===== src/rtl/rvc_pkg.sv =====
// Shared definitions for the RV32C fetch/align slice.
// Contents: fetch FSM state type, opcode marker for 32-bit encodings,
// halfword width and halfword queue depth.
package rvc_pkg;

  localparam logic [1:0]  OPC_32 = 2'b11;
  localparam int unsigned HW_W   = 16;
  localparam int unsigned QDEPTH = 4;

  typedef enum logic [1:0] {
    S_IDLE = 2'd0,
    S_WAIT = 2'd1,
    S_KILL = 2'd2
  } state_e;

endpackage


===== src/rtl/rvc_fetch_align_if.sv =====
// Bus bundle between rvc_fetch_align and its environment.
//   redirect : iREDIRECT, iREDIRECT_PC
//   memory   : oMEM_REQ, oMEM_ADDR, iMEM_VALID, iMEM_DATA
//   decode   : oIR_VALID, iIR_READY, oIR, oIR_IS_C, oIR_PC, oIR_ILLEGAL
// master = fetch unit side, slave = environment (RAM, decoder, branch unit).
interface rvc_fetch_align_if #(
  parameter int unsigned ADDR_W = 8
);
  logic              iREDIRECT;
  logic [31:0]       iREDIRECT_PC;
  logic              oMEM_REQ;
  logic [ADDR_W-1:0] oMEM_ADDR;
  logic              iMEM_VALID;
  logic [31:0]       iMEM_DATA;
  logic              oIR_VALID;
  logic              iIR_READY;
  logic [31:0]       oIR;
  logic              oIR_IS_C;
  logic [31:0]       oIR_PC;
  logic              oIR_ILLEGAL;

  modport master (
    input  iREDIRECT, iREDIRECT_PC, iMEM_VALID, iMEM_DATA, iIR_READY,
    output oMEM_REQ, oMEM_ADDR, oIR_VALID, oIR, oIR_IS_C, oIR_PC, oIR_ILLEGAL
  );

  modport slave (
    output iREDIRECT, iREDIRECT_PC, iMEM_VALID, iMEM_DATA, iIR_READY,
    input  oMEM_REQ, oMEM_ADDR, oIR_VALID, oIR, oIR_IS_C, oIR_PC, oIR_ILLEGAL
  );
endinterface


===== src/rtl/rvc_halfword_queue.sv =====
// Four-entry halfword shift queue feeding the aligner.
// Ports:
//   clk, rst_n : clock, async active-low reset
//   flush      : empty the queue (count -> 0)
//   push_n     : halfwords appended this cycle (0..2), taken from push_hw[15:0] first
//   push_hw    : halfwords to append
//   pop_n      : halfwords removed from the head this cycle (0..2)
//   count      : valid entries (0..4)
//   head0/1    : two oldest entries
module rvc_halfword_queue
  import rvc_pkg::*;
(
  input  logic              clk,
  input  logic              rst_n,
  input  logic              flush,
  input  logic [1:0]        push_n,
  input  logic [2*HW_W-1:0] push_hw,
  input  logic [1:0]        pop_n,
  output logic [2:0]        count,
  output logic [HW_W-1:0]   head0,
  output logic [HW_W-1:0]   head1
);

  logic [HW_W-1:0] q_q [QDEPTH];
  logic [HW_W-1:0] q_d [QDEPTH];
  logic [2:0]      count_q, count_d;
  logic [2:0]      base;
  logic [2:0]      src;
  logic [2:0]      dst;

  // Pop is applied first (shift down), then new halfwords land right after
  // the surviving entries, so push and pop can share a cycle.
  always_comb begin
    base = count_q - {1'b0, pop_n};
    src  = '0;
    dst  = '0;
    for (int unsigned i = 0; i < QDEPTH; i++) begin
      src    = 3'(i) + {1'b0, pop_n};
      q_d[i] = (src < 3'(QDEPTH)) ? q_q[src[1:0]] : '0;
    end
    for (int unsigned j = 0; j < 2; j++) begin
      dst = base + 3'(j);
      if (3'(j) < {1'b0, push_n}) begin
        q_d[dst[1:0]] = push_hw[j*HW_W +: HW_W];
      end
    end
    count_d = flush ? '0 : base + {1'b0, push_n};
  end

  always_ff @(posedge clk or negedge rst_n) begin
    if (!rst_n) begin
      count_q <= '0;
      for (int unsigned i = 0; i < QDEPTH; i++) q_q[i] <= '0;
    end else begin
      count_q <= count_d;
      for (int unsigned i = 0; i < QDEPTH; i++) q_q[i] <= q_d[i];
    end
  end

  assign count = count_q;
  assign head0 = q_q[0];
  assign head1 = q_q[1];

endmodule


===== src/rtl/rvc_fetch_align.sv =====
// RV32C fetch/align front end: fetches 32-bit words from instruction RAM,
// buffers them as halfwords and presents one aligned 16- or 32-bit
// instruction per handshake, including 32-bit instructions split across
// words and redirects to halfword-aligned targets.
// Ports:
//   iCLK, iRST_N : clock, async active-low reset
//   bus          : rvc_fetch_align_if.master (redirect, RAM request/response,
//                  instruction valid/ready/data/is_c/pc/illegal)
// Parameters: RESET_PC (byte PC after reset), ADDR_W (RAM word-address width)
// Build option: RVC_ILLEGAL_EN flags a 16'h0000 halfword at the head on
// oIR_ILLEGAL; without it oIR_ILLEGAL is tied low.
module rvc_fetch_align
  import rvc_pkg::*;
#(
  parameter logic [31:0] RESET_PC = 32'h0000_0000,
  parameter int unsigned ADDR_W   = 8
) (
  input  logic                 iCLK,
  input  logic                 iRST_N,
  rvc_fetch_align_if.master    bus
);

  state_e      state_q, state_d;
  logic [31:0] pc_q, pc_d;
  logic [31:0] fetch_pc_q, fetch_pc_d;
  logic        discard_lo_q, discard_lo_d;
  logic        run_q, run_d;

  logic [2:0]      count;
  logic [HW_W-1:0] head0, head1;
  logic            is_c;
  logic            ir_valid;
  logic            fire;
  logic            mem_req;
  logic            push;
  logic [1:0]      push_n;
  logic [1:0]      pop_n;
  logic [31:0]     push_hw;

  rvc_halfword_queue u_queue (
    .clk     (iCLK),
    .rst_n   (iRST_N),
    .flush   (bus.iREDIRECT),
    .push_n  (push_n),
    .push_hw (push_hw),
    .pop_n   (pop_n),
    .count   (count),
    .head0   (head0),
    .head1   (head1)
  );

  // Handshake decode. run_q keeps oMEM_REQ low while reset is held and
  // for the first edge after release.
  always_comb begin
    is_c     = (head0[1:0] != OPC_32);
    ir_valid = ((count >= 3'd1) && is_c) || (count >= 3'd2);
    fire     = ir_valid && bus.iIR_READY && !bus.iREDIRECT;
    mem_req  = run_q && (state_q == S_IDLE) && (count <= 3'd2) && !bus.iREDIRECT;
    push     = (state_q == S_WAIT) && bus.iMEM_VALID && !bus.iREDIRECT;
    pop_n    = fire ? (is_c ? 2'd1 : 2'd2) : 2'd0;
    push_n   = push ? (discard_lo_q ? 2'd1 : 2'd2) : 2'd0;
    push_hw  = discard_lo_q ? {bus.iMEM_DATA[31:16], bus.iMEM_DATA[31:16]}
                            : bus.iMEM_DATA;
  end

  // PC, fetch PC and discard-low flag.
  always_comb begin
    pc_d         = pc_q;
    fetch_pc_d   = fetch_pc_q;
    discard_lo_d = discard_lo_q;
    run_d        = 1'b1;
    if (bus.iREDIRECT) begin
      pc_d         = bus.iREDIRECT_PC & ~32'd1;
      fetch_pc_d   = bus.iREDIRECT_PC & ~32'd3;
      discard_lo_d = bus.iREDIRECT_PC[1];
    end else begin
      if (fire) pc_d = pc_q + (is_c ? 32'd2 : 32'd4);
      if (push) begin
        fetch_pc_d   = fetch_pc_q + 32'd4;
        discard_lo_d = 1'b0;
      end
    end
  end

  always_ff @(posedge iCLK or negedge iRST_N) begin
    if (!iRST_N) begin
      pc_q         <= RESET_PC;
      fetch_pc_q   <= RESET_PC;
      discard_lo_q <= 1'b0;
      run_q        <= 1'b0;
    end else begin
      pc_q         <= pc_d;
      fetch_pc_q   <= fetch_pc_d;
      discard_lo_q <= discard_lo_d;
      run_q        <= run_d;
    end
  end

  // FSM: state register
  always_ff @(posedge iCLK or negedge iRST_N) begin
    if (!iRST_N) state_q <= S_IDLE;
    else         state_q <= state_d;
  end

  // FSM: next state. A redirect with a request in flight parks in S_KILL
  // so the stale response is swallowed.
  always_comb begin
    state_d = state_q;
    case (state_q)
      S_IDLE: if (mem_req) state_d = S_WAIT;
      S_WAIT: begin
        if (bus.iREDIRECT)       state_d = bus.iMEM_VALID ? S_IDLE : S_KILL;
        else if (bus.iMEM_VALID) state_d = S_IDLE;
      end
      S_KILL: if (bus.iMEM_VALID) state_d = S_IDLE;
      default: state_d = S_IDLE;
    endcase
  end

  // FSM / datapath outputs
  always_comb begin
    bus.oMEM_REQ  = mem_req;
    bus.oMEM_ADDR = fetch_pc_q[ADDR_W+1:2];
    bus.oIR_VALID = ir_valid;
    bus.oIR       = is_c ? {16'h0000, head0} : {head1, head0};
    bus.oIR_IS_C  = ir_valid && is_c;
    bus.oIR_PC    = pc_q;
`ifdef RVC_ILLEGAL_EN
    bus.oIR_ILLEGAL = ir_valid && is_c && (head0 == '0);
`else
    bus.oIR_ILLEGAL = 1'b0;
`endif
  end

endmodule


===== src/flat_wrapper.sv =====
// flat-port wrapper written by rule: the top's interface ports become plain ports
module rvc_fetch_align_flat import rvc_pkg::*;
#(
  parameter logic [31:0] RESET_PC = 32'h0000_0000,
  parameter int unsigned ADDR_W   = 8
)
  (iCLK, iRST_N, bus_iREDIRECT, bus_iREDIRECT_PC, bus_iMEM_VALID, bus_iMEM_DATA, bus_iIR_READY, bus_oMEM_REQ, bus_oMEM_ADDR, bus_oIR_VALID, bus_oIR, bus_oIR_IS_C, bus_oIR_PC, bus_oIR_ILLEGAL);
  rvc_fetch_align_if #(.ADDR_W(ADDR_W)) bus_i ();
  input  logic iCLK;
  input  logic iRST_N;
  input wire logic [$bits(bus_i.iREDIRECT)-1:0] bus_iREDIRECT;
  input wire logic [$bits(bus_i.iREDIRECT_PC)-1:0] bus_iREDIRECT_PC;
  input wire logic [$bits(bus_i.iMEM_VALID)-1:0] bus_iMEM_VALID;
  input wire logic [$bits(bus_i.iMEM_DATA)-1:0] bus_iMEM_DATA;
  input wire logic [$bits(bus_i.iIR_READY)-1:0] bus_iIR_READY;
  output wire logic [$bits(bus_i.oMEM_REQ)-1:0] bus_oMEM_REQ;
  output wire logic [$bits(bus_i.oMEM_ADDR)-1:0] bus_oMEM_ADDR;
  output wire logic [$bits(bus_i.oIR_VALID)-1:0] bus_oIR_VALID;
  output wire logic [$bits(bus_i.oIR)-1:0] bus_oIR;
  output wire logic [$bits(bus_i.oIR_IS_C)-1:0] bus_oIR_IS_C;
  output wire logic [$bits(bus_i.oIR_PC)-1:0] bus_oIR_PC;
  output wire logic [$bits(bus_i.oIR_ILLEGAL)-1:0] bus_oIR_ILLEGAL;
  assign bus_i.iREDIRECT = bus_iREDIRECT;
  assign bus_i.iREDIRECT_PC = bus_iREDIRECT_PC;
  assign bus_i.iMEM_VALID = bus_iMEM_VALID;
  assign bus_i.iMEM_DATA = bus_iMEM_DATA;
  assign bus_i.iIR_READY = bus_iIR_READY;
  assign bus_oMEM_REQ = bus_i.oMEM_REQ;
  assign bus_oMEM_ADDR = bus_i.oMEM_ADDR;
  assign bus_oIR_VALID = bus_i.oIR_VALID;
  assign bus_oIR = bus_i.oIR;
  assign bus_oIR_IS_C = bus_i.oIR_IS_C;
  assign bus_oIR_PC = bus_i.oIR_PC;
  assign bus_oIR_ILLEGAL = bus_i.oIR_ILLEGAL;
  rvc_fetch_align #(.RESET_PC(RESET_PC), .ADDR_W(ADDR_W)) u_core (.iCLK(iCLK), .iRST_N(iRST_N), .bus(bus_i));
endmodule

===== config.mk =====
export PLATFORM = sky130hd
export DESIGN_NAME = rvc_fetch_align_flat
export DESIGN_NICKNAME = d
export VERILOG_FILES = /design/src/rtl/rvc_pkg.sv /design/src/rtl/rvc_fetch_align_if.sv /design/src/rtl/rvc_halfword_queue.sv /design/src/rtl/rvc_fetch_align.sv /design/src/flat_wrapper.sv
export SDC_FILE = /design/constraint.sdc
export NUM_CORES = 1
export LEC_CHECK = 0
export CAP_MARGIN = 5
export CORE_AREA = 2 2 131 133
export DETAILED_ROUTE_END_ITERATION = 10
export DIE_AREA = 0 0 133 135
export PLACE_DENSITY = 0.86
export SLEW_MARGIN = 15
export SYNTH_ARGS = -nofsm -noshare
export SYNTH_HDL_FRONTEND = slang
export SYNTH_HIERARCHICAL = 1
export SYNTH_SLANG_ARGS = --single-unit

===== constraint.sdc =====
create_clock -name iCLK -period 3.6 [get_ports iCLK]
set_clock_uncertainty 0.15 [all_clocks]
set_input_delay 0.72 -clock iCLK [delete_from_list [all_inputs] [get_ports iCLK]]
set_output_delay 0.72 -clock iCLK [all_outputs]
set_load 0.02 [all_outputs]

==> metrics.md, run 1 <==
| Metric | Value |
|---|---|
| DP HPWL | `14400 µm` |
| Total grt overflow | `0` |
| Post-synthesis sequential area ratio | `35.2%` |
| Fmax | `approximately 310 MHz` |
| Final Hold Fails | `0` |
| Nets | `~900` |
| Initial Util | `47.7%` |
| CP Launch Type | `register` |
| Outcome | `complete, no violations` |
| DR vias/cell | `around 6.4` |
| Critical path's slowest cell | `and3_1` |
| Worst slew pin tran | `between 1000 and 1500 ps` |
| Final core occ | `between 50% and 60%` |
| Post-DP Area | `9220 µm²` |
| DR vias | `~6.7k` |
| Final GP Congestion | `roughly 0.85` |
| Post-route ant nets | `0` |
| Die height | `between 100 and 150 µm` |
| Most common cell after layout, fill and taps aside | `clkdlybuf4s50_1` |
| Post-synthesis async set-or-reset flop share | `100%` |
| Crit-path cells | `or2_1 -> o21ai_2 -> nor3b_4 -> ha_1 -> fa_1 -> buf_4 -> and3_1 -> a32oi_1 -> o31ai_1` |
| Post-CTS Hold Buffers | `0` |
| Leakage | `about 3.8 nW` |
| Max_cap viols | `0` |
| Clk slew on worst S/H paths | `70 ps` |
| Top-Level Pins | `145` |
| Syn-to-layout area delta | `21.7%` |
| Share of cells above drive strength 1 | `17.6%` |
| Crit path DAT | `roughly 3300 ps` |
| Final WL | `21900 µm` |
| Number of enable flip-flop cells after synthesis | `0` |
| Largest net degree at the start of global routing | `66` |
| Crit. End Element | `register` |
| Clock root buffer | `clkbuf_16` |
| Vias in the first global route | `6596` |
| Crit Path Max Fanout | `16` |
| Hold slack | `roughly 280 ps` |
| Post-place setup slack | `between 100 and 150 ps` |
| Drt pass-1 iters | `6` |
| Hold Crit Class | `primary input to asynchronous set/reset pin` |
| Number of buffers created by CTS | `9` |
| DRC | `0` |
| Core box area | `about 16000 µm²` |
| Slew Limit Fails | `0` |
| Final min period | `approximately 3200 ps` |
| Yosys warns | `6` |
| Synth cell types | `56` |
| CTS tree | `yes` |
| DRT iter0 DRCs | `between 700 and 800` |
| TritonCTS sink count | `between 100 and 150` |
| H-tree depth | `3` |
| Critical path's largest stage delay | `~710 ps` |
| Post-CTS setup buffers | `0` |
| Crit path kind | `register to register` |
| R2R depth | `9` |
| Maximum vdd drop | `between 200 and 250 µV` |
| RSZ-0062 raised after global routing | `no` |
| Finish-stage setup viols | `0` |
| Most frequent cells in the layout | `139 x clkdlybuf4s50_1, 110 x dfrtp_1, 48 x mux4_2, 45 x inv_1, 38 x and3_1` |
| Synth Instances | `roughly 740` |
| Pwr per Cell Area | `about 530 nW/µm²` |
| Later-pin clock latency in the skew report | `between 300 and 400 ps` |
| Die X | `~130 µm` |
| Syn Area/Cell | `approximately 11 µm²` |
| CTS Buffer Depth | `2` |
| First-pass GRT wire length | `about 35000 µm` |
| Final worst slack | `about 390 ps` |
| Initial antenna violation count | `0` |
| Port bufs | `between 100 and 150` |
| Ant diodes | `0` |
| Post-cts resize count | `0` |
| Total track usage | `24.5%` |
| Period Utilization, post-route | `between 80% and 90%` |
| Final std cell area, no fill | `between 9000 and 10000 µm²` |
| Relative slew slack | `32.8%` |
| Post-DR wirelength/cell | `approximately 21 µm` |
| CP bufs+invs | `1` |
| Crit path max-delay family | `simple AND/OR/NAND/NOR gates` |
| Setup TNS | `0 ps` |
| Die area | `about 18000 µm²` |
| Row count | `47` |
| Syn Std Cell Area | `7820 µm²` |
| Ys flop type | `dfrtp_1` |
| FF+latch count, synth | `110` |
| Critical path depth in cells | `9` |
| CP required | `3710 ps` |
cells by family (layout without fill, tap and decap cells):
| family | count (synthesis) | in the layout | share of synthesized area, % |
|---|---|---|---|
| xor+xnor | 37 | 37 | 4.14 |
| other cells | 2 | 3 | 0.0961 |
| compound gates | 151 | 151 | 15.0 |
| buf+inv | 146 | 233 | 9.95 |
| simple gates | 189 | 189 | 13.3 |
| fa+ha+maj | 8 | 8 | 1.47 |
| flops | 110 | 110 | 35.2 |
| mux | 99 | 99 | 20.8 |
final timing paths:
kind                                              start                        to  slack [ps]
worst max-delay path            u_core/u_queue/count[2]  u_core/u_queue/head1[11]         390
worst min-delay path                             iRST_N     u_core/bus.oIR_PC[13]         280
worst max register to register  u_core/u_queue/count[2]  u_core/u_queue/head1[11]         390
worst min register to register    u_core/bus.oIR_PC[17]     u_core/bus.oIR_PC[17]         460
max in group asynchronous                        iRST_N   u_core/u_queue/head0[3]        2260
min in group iCLK                 u_core/bus.oIR_PC[17]     u_core/bus.oIR_PC[17]         460
Yosys cell counts, types with 21 or more instances:
cell type,n,area share (%)
inv_1,45,2.2
xnor2_1,26,2.9
dfrtp_1,110,35
mux2i_1,21,2.7
nand3_1,27,1.7
clkbuf_1,34,1.6
nor2_1,30,1.4
and3_1,38,3.0
mux2_2,30,4.3
mux4_2,48,14
nand2_1,36,1.7
o31ai_1,32,3.1
buf_4,39,3.7
a32oi_1,32,3.6
nor3_1,22,1.4
worst register-to-register path, delay by kind of cell, from the launching register on:
kind	cells	cell delay, ps
flip-flops	1	410
buffers and inverters	1	160
AND/OR/NAND/NOR	3	1130
adder cells (fa/ha/maj)	2	690
AO/OA/AOI/OAI	3	580
registers in the layout (all words and copies together), names as in the netlist:
signal                cells
u_core/u_queue/count      3
u_core/discard_lo_q       1
u_core/u_queue/head0     16
u_core/u_queue/head1     16
u_core/run_q              1
u_core/fetch_pc_q         8
u_core/u_queue/q_q       32
u_core/bus.oIR_PC        31
u_core/state_q            2
cell type report:
class	count	area [µm²]
clock buffer	11	243
clock inverter	4	47.5
fill	1292	6900
inverter	46	173
multi-input combinational	487	4320
sequential	110	2750
tap	220	275
timing repair buffer	172	1700
routing by layer:
layer | GRT usage (%) | share of wire (%) | up-vias
li1 | - | - | 2931
met1 | 32.8 | 39 | 3281
met2 | 39.4 | 49 | 395
met3 | 3.68 | 8.1 | 65
met4 | 11.8 | 3.3 | 0
met5 | 0 | 0 | -
where the power goes:
part	internal [mW]	leakage, nW	switching [mW]
sequential	1.58	1.39	0.395
combinational	1.10	2.23	0.984
clock	0.553	0.141	0.456
total	3.23	3.76	1.83
through the flow:
| stage | instances | total power, mW |
|---|---|---|
| after floorplan | 743 | 3.46 |
| after global placement | 1035 | 3.95 |
| after detailed placement | 1035 | 4.03 |
| after CTS | 1050 | 5.04 |
| after global routing | 1050 | 5.31 |
| final | 1050 | 5.07 |
Power figures use the tool's default switching activity.
==> run 2: changes to the inputs <==
--- a/config.mk
+++ b/config.mk
@@ -5,11 +5,12 @@
 export SDC_FILE = /design/constraint.sdc
 export NUM_CORES = 1
 export LEC_CHECK = 0
+export ABC_AREA = 1
 export CAP_MARGIN = 5
-export CORE_AREA = 2 2 131 133
+export CORE_AREA = 2 2 134 136
 export DETAILED_ROUTE_END_ITERATION = 10
-export DIE_AREA = 0 0 133 135
-export PLACE_DENSITY = 0.86
+export DIE_AREA = 0 0 136 138
+export PLACE_DENSITY = 0.87
 export SLEW_MARGIN = 15
 export SYNTH_ARGS = -nofsm -noshare
 export SYNTH_HDL_FRONTEND = slang
==> run 2 against run 1 <==
Against the previous run:
- critical path depth is 4 higher
- non-clock buffer count is 2 lower
- area after synthesis is 7.0% higher
- largest cell class unchanged
- setup slack better by 25 ps
- via count is 35% higher
- flip-flop and latch count stayed put
- core utilization is 0.45 points lower
- highest routed layer unchanged
- critical endpoint is now u_core/u_queue/head1[13]
==> metrics.md, run 2 <==
| Metric | Value |
|---|---|
| Outcome | `complete, no violations (unchanged)` |
| DRT iter0 DRCs | `1003 (was 756)` |
| Post-cts resize count | `0 (unchanged)` |
| Finish-stage setup viols | `0 (unchanged)` |
| Die height | `138 µm (was 135 µm)` |
| Critical path's largest stage delay | `510 ps (was 710 ps)` |
| GR Layer Usage met3 | `5.98% (was 3.68%)` |
| Pwr per Cell Area | `589 nW/µm² (was 533 nW/µm²)` |
| Leakage | `4.97 nW (was 3.76 nW)` |
| Worst R2R End | `u_core/u_queue/head1[13] (was u_core/u_queue/head1[11])` |
| Slew Limit Fails | `0 (unchanged)` |
| Largest cells by area after synthesis | `dfrtp_1 33%, nand2_1 23%, nand3_1 9.1% (was dfrtp_1 35%, mux4_2 14%, mux2_2 4.3%)` |
| Crit path kind | `primary input to register (was register to register)` |
| Maximum vdd drop | `428 µV (was 219 µV)` |
| Met2 Track Usage GR | `46.2% (was 39.4%)` |
| Crit Path Max Fanout | `16 (unchanged)` |
| Most common cell after layout, fill and taps aside | `nand2_1 (was clkdlybuf4s50_1)` |
| Hold Crit Class | `primary input to asynchronous set/reset pin (unchanged)` |
| CP bufs+invs | `3 (was 1)` |
| Post-route ant nets | `0 (unchanged)` |
| Post-CTS Hold Buffers | `0 (unchanged)` |
| CP required | `3720 ps (was 3710 ps)` |
| Syn Area/Cell | `6.17 µm² (was 10.5 µm²)` |
| Count leader, synth | `nand2_1 (was dfrtp_1)` |
| Vias in the first global route | `8498 (was 6596)` |
| R2R depth | `12 (was 9)` |
| DR vias/cell | `5.36 (was 6.35)` |
| Post-place setup slack | `85.4 ps (was 118 ps)` |
| Post-placement cell count | `1662 (was 1035)` |
| Syn-to-layout area delta | `20.6% (was 21.7%)` |
| Layer carrying the most global-route usage | `met2 (unchanged)` |
| Synth Area in Compound Gates | `7.60% (was 15.0%)` |
| TritonCTS sink count | `110 (unchanged)` |
| Setup TNS | `0 ps (unchanged)` |
| Synth cell count leaders | `515 x nand2_1, 175 x nor2_1, 152 x nand3_1 (was 110 x dfrtp_1, 48 x mux4_2, 45 x inv_1)` |
| Relative slew slack | `46.2% (was 32.8%)` |
| Simple-Gate Fraction of Synth Area | `43.5% (was 13.3%)` |
| Most frequent cells in the layout | `515 x nand2_1, 173 x nor2_1, 152 x nand3_1, 140 x clkdlybuf4s50_1, 128 x inv_1 (was 139 x clkdlybuf4s50_1, 110 x dfrtp_1, 48 x mux4_2, 45 x inv_1, 38 x and3_1)` |
| Period Utilization, post-route | `88.5% (was 89.2%)` |
| Fmax | `314 MHz (was 311 MHz)` |
| Reg with most FFs | `u_core/u_queue/q_q (unchanged)` |
| FF+latch count, synth | `110 (unchanged)` |
| Crit path DAT | `3310 ps (was 3320 ps)` |
| Initial Util | `47.7% (about the same)` |
| First-pass GRT wire length | `41100 µm (was 34800 µm)` |
| Post-synthesis sequential area ratio | `32.9% (was 35.2%)` |
| Max FFs per register | `32 (unchanged)` |
| Final WL | `25300 µm (was 21900 µm)` |
| GR Util met1 | `34.0% (was 32.8%)` |
| Row count | `49 (was 47)` |
| Max_cap viols | `0 (unchanged)` |
| Crit. End Element | `register (unchanged)` |
| Die area | `18800 µm² (was 18000 µm²)` |
| FF-to-FF Start | `u_core/u_queue/head0[1] (was u_core/u_queue/count[2])` |
| Final GP Congestion | `0.948 (was 0.854)` |
| Critical Path Start | `bus_iIR_READY (was u_core/u_queue/count[2])` |
| Hold slack | `238 ps (was 282 ps)` |
| Post-route insts no fill | `1678 (was 1050)` |
| Core box area | `17500 µm² (was 16400 µm²)` |
| Share of cells above drive strength 1 | `5.94% (was 17.6%)` |
| DP HPWL | `17100 µm (was 14400 µm)` |
| RSZ-0062 raised after global routing | `no (unchanged)` |
| H-tree depth | `3 (unchanged)` |
| CTS tree | `yes (unchanged)` |
| CP endpoint | `u_core/u_queue/head1[13] (was u_core/u_queue/head1[11])` |
| Number of buffers created by CTS | `9 (unchanged)` |
| Final core occ | `57.5% (was 58.0%)` |
| DR vias | `8997 (was 6672)` |
| Post-synthesis async set-or-reset flop share | `100% (unchanged)` |
| Post-DR wirelength/cell | `15.1 µm (was 20.9 µm)` |
| Adder-Cell Fraction of Synth Area | `1.38% (was 1.47%)` |
| Synth cell types | `36 (was 56)` |
| Die X | `136 µm (was 133 µm)` |
| Port bufs | `141 (unchanged)` |
| Synth Instances | `1356 (was 742)` |
| CP Launch Type | `primary input (was register)` |
| CTS Buffer Depth | `2 (unchanged)` |
| Crit-path cells | `clkdlybuf4s50_1 -> nand2_2 -> inv_2 -> nand2_2 -> nor2_4 -> ha_1 -> fa_1 -> buf_4 -> nand2_1 -> nor2_4 -> nor2_4 -> nand3_1 -> a21oi_1 (was or2_1 -> o21ai_2 -> nor3b_4 -> ha_1 -> fa_1 -> buf_4 -> and3_1 -> a32oi_1 -> o31ai_1)` |
| Top-Level Pins | `145 (unchanged)` |
| Total grt overflow | `0 (unchanged)` |
| Syn Std Cell Area | `8370 µm² (was 7820 µm²)` |
| Area share of the leading cell type in the synthesized netlist | `32.9% (was 35.2%)` |
| Ys flop type | `dfrtp_1 (unchanged)` |
| Critical path's slowest cell | `clkdlybuf4s50_1 (was and3_1)` |
| Worst slew pin tran | `807 ps (was 1010 ps)` |
| Critical path depth in cells | `13 (was 9)` |
| Largest family of logic cells by synthesized area | `simple AND/OR/NAND/NOR gates (was multiplexers)` |
| Drt pass-1 iters | `5 (was 6)` |
| Final min period | `3190 ps (was 3210 ps)` |
| Cell taking the most area after synthesis | `dfrtp_1 (unchanged)` |
| Largest net degree at the start of global routing | `82 (was 66)` |
| Ant diodes | `0 (unchanged)` |
| Initial antenna violation count | `0 (unchanged)` |
| Post-CTS setup buffers | `0 (unchanged)` |
| Number of enable flip-flop cells after synthesis | `0 (unchanged)` |
| Clock root buffer | `clkbuf_16 (unchanged)` |
| Crit path max-delay family | `simple AND/OR/NAND/NOR gates (unchanged)` |
| Final worst slack | `414 ps (was 389 ps)` |
| Reg2Reg Setup Slack | `500 ps (was 390 ps)` |
| Yosys warns | `6 (unchanged)` |
| DRC | `0 (unchanged)` |
| Post-synthesis mux area share | `0% (was 20.8%)` |
| Final Hold Fails | `0 (unchanged)` |
| Most used cell, CP | `nor2_4` |
| Total track usage | `27.2% (was 24.5%)` |
| Clk slew on worst S/H paths | `80 ps (was 70 ps)` |
| Later-pin clock latency in the skew report | `360 ps (was 350 ps)` |
| Nets | `1521 (was 903)` |
| Synth Area in XOR/XNOR | `1.47% (was 4.14%)` |
-- run 2: worst min-delay path by stage --
stage / depth (start not counted) / to / startpoint / slack, ps
after global placement: 2 / u_core/fetch_pc_q[9] / u_core/fetch_pc_q[9] / 370
after detailed placement: 2 / u_core/fetch_pc_q[9] / u_core/fetch_pc_q[9] / 390
final: 1 / u_core/bus.oIR_PC[26] / iRST_N / 240
after global routing: 1 / u_core/bus.oIR_PC[26] / iRST_N / 290
after CTS: 1 / u_core/bus.oIR_PC[16] / iRST_N / 260
after floorplan: 0 / u_core/bus.oIR_PC[10] / iRST_N / 270
-- run 2: cell type report --
class / instances / area (µm²)
Inverter: 137 / 514
Clock buffer: 10 / 239
Fill cell: 1689 / 7450
Sequential cell: 110 / 2750
Timing Repair Buffer: 170 / 1710
Tap cell: 229 / 287
Clock inverter: 6 / 42.5
Multi-Input combinational cell: 1016 / 4540
-- run 2: stage by stage --
step	cell area (µm²)	power, mW
2_1_floorplan	8370	4.09
3_3_place_gp	9800	4.83
3_5_place_dp	9800	4.93
4_1_cts	10100	5.92
5_1_grt	10100	6.36
6_report	10100	5.94
-- run 2: cells by family (layout without fill, tap and decap cells) --
group           count (synthesis)  after routing
flops                         110            110
compound gates                110            110
other cells                     2              3
buf+inv                       231            323
xor+xnor                       14             14
fa+ha+maj                       8              8
simple gates                  881            881
-- run 2: power by group --
part	leakage, nW	total (mW)	switching, mW	internal, mW
Combinational	3.49	2.87	1.66	1.21
Clock	0.135	0.984	0.491	0.492
Sequential	1.35	2.08	0.399	1.68
Total	4.97	5.94	2.55	3.39
-- run 2: layer usage --
| layer | vias to the layer above | routed length (µm) |
|---|---|---|
| met1 | 4056 | 9940 |
| met3 | 69 | 2590 |
| met2 | 510 | 12000 |
| li1 | 4362 | - |
| met4 | 0 | 760 |
| met5 | - | 0 |
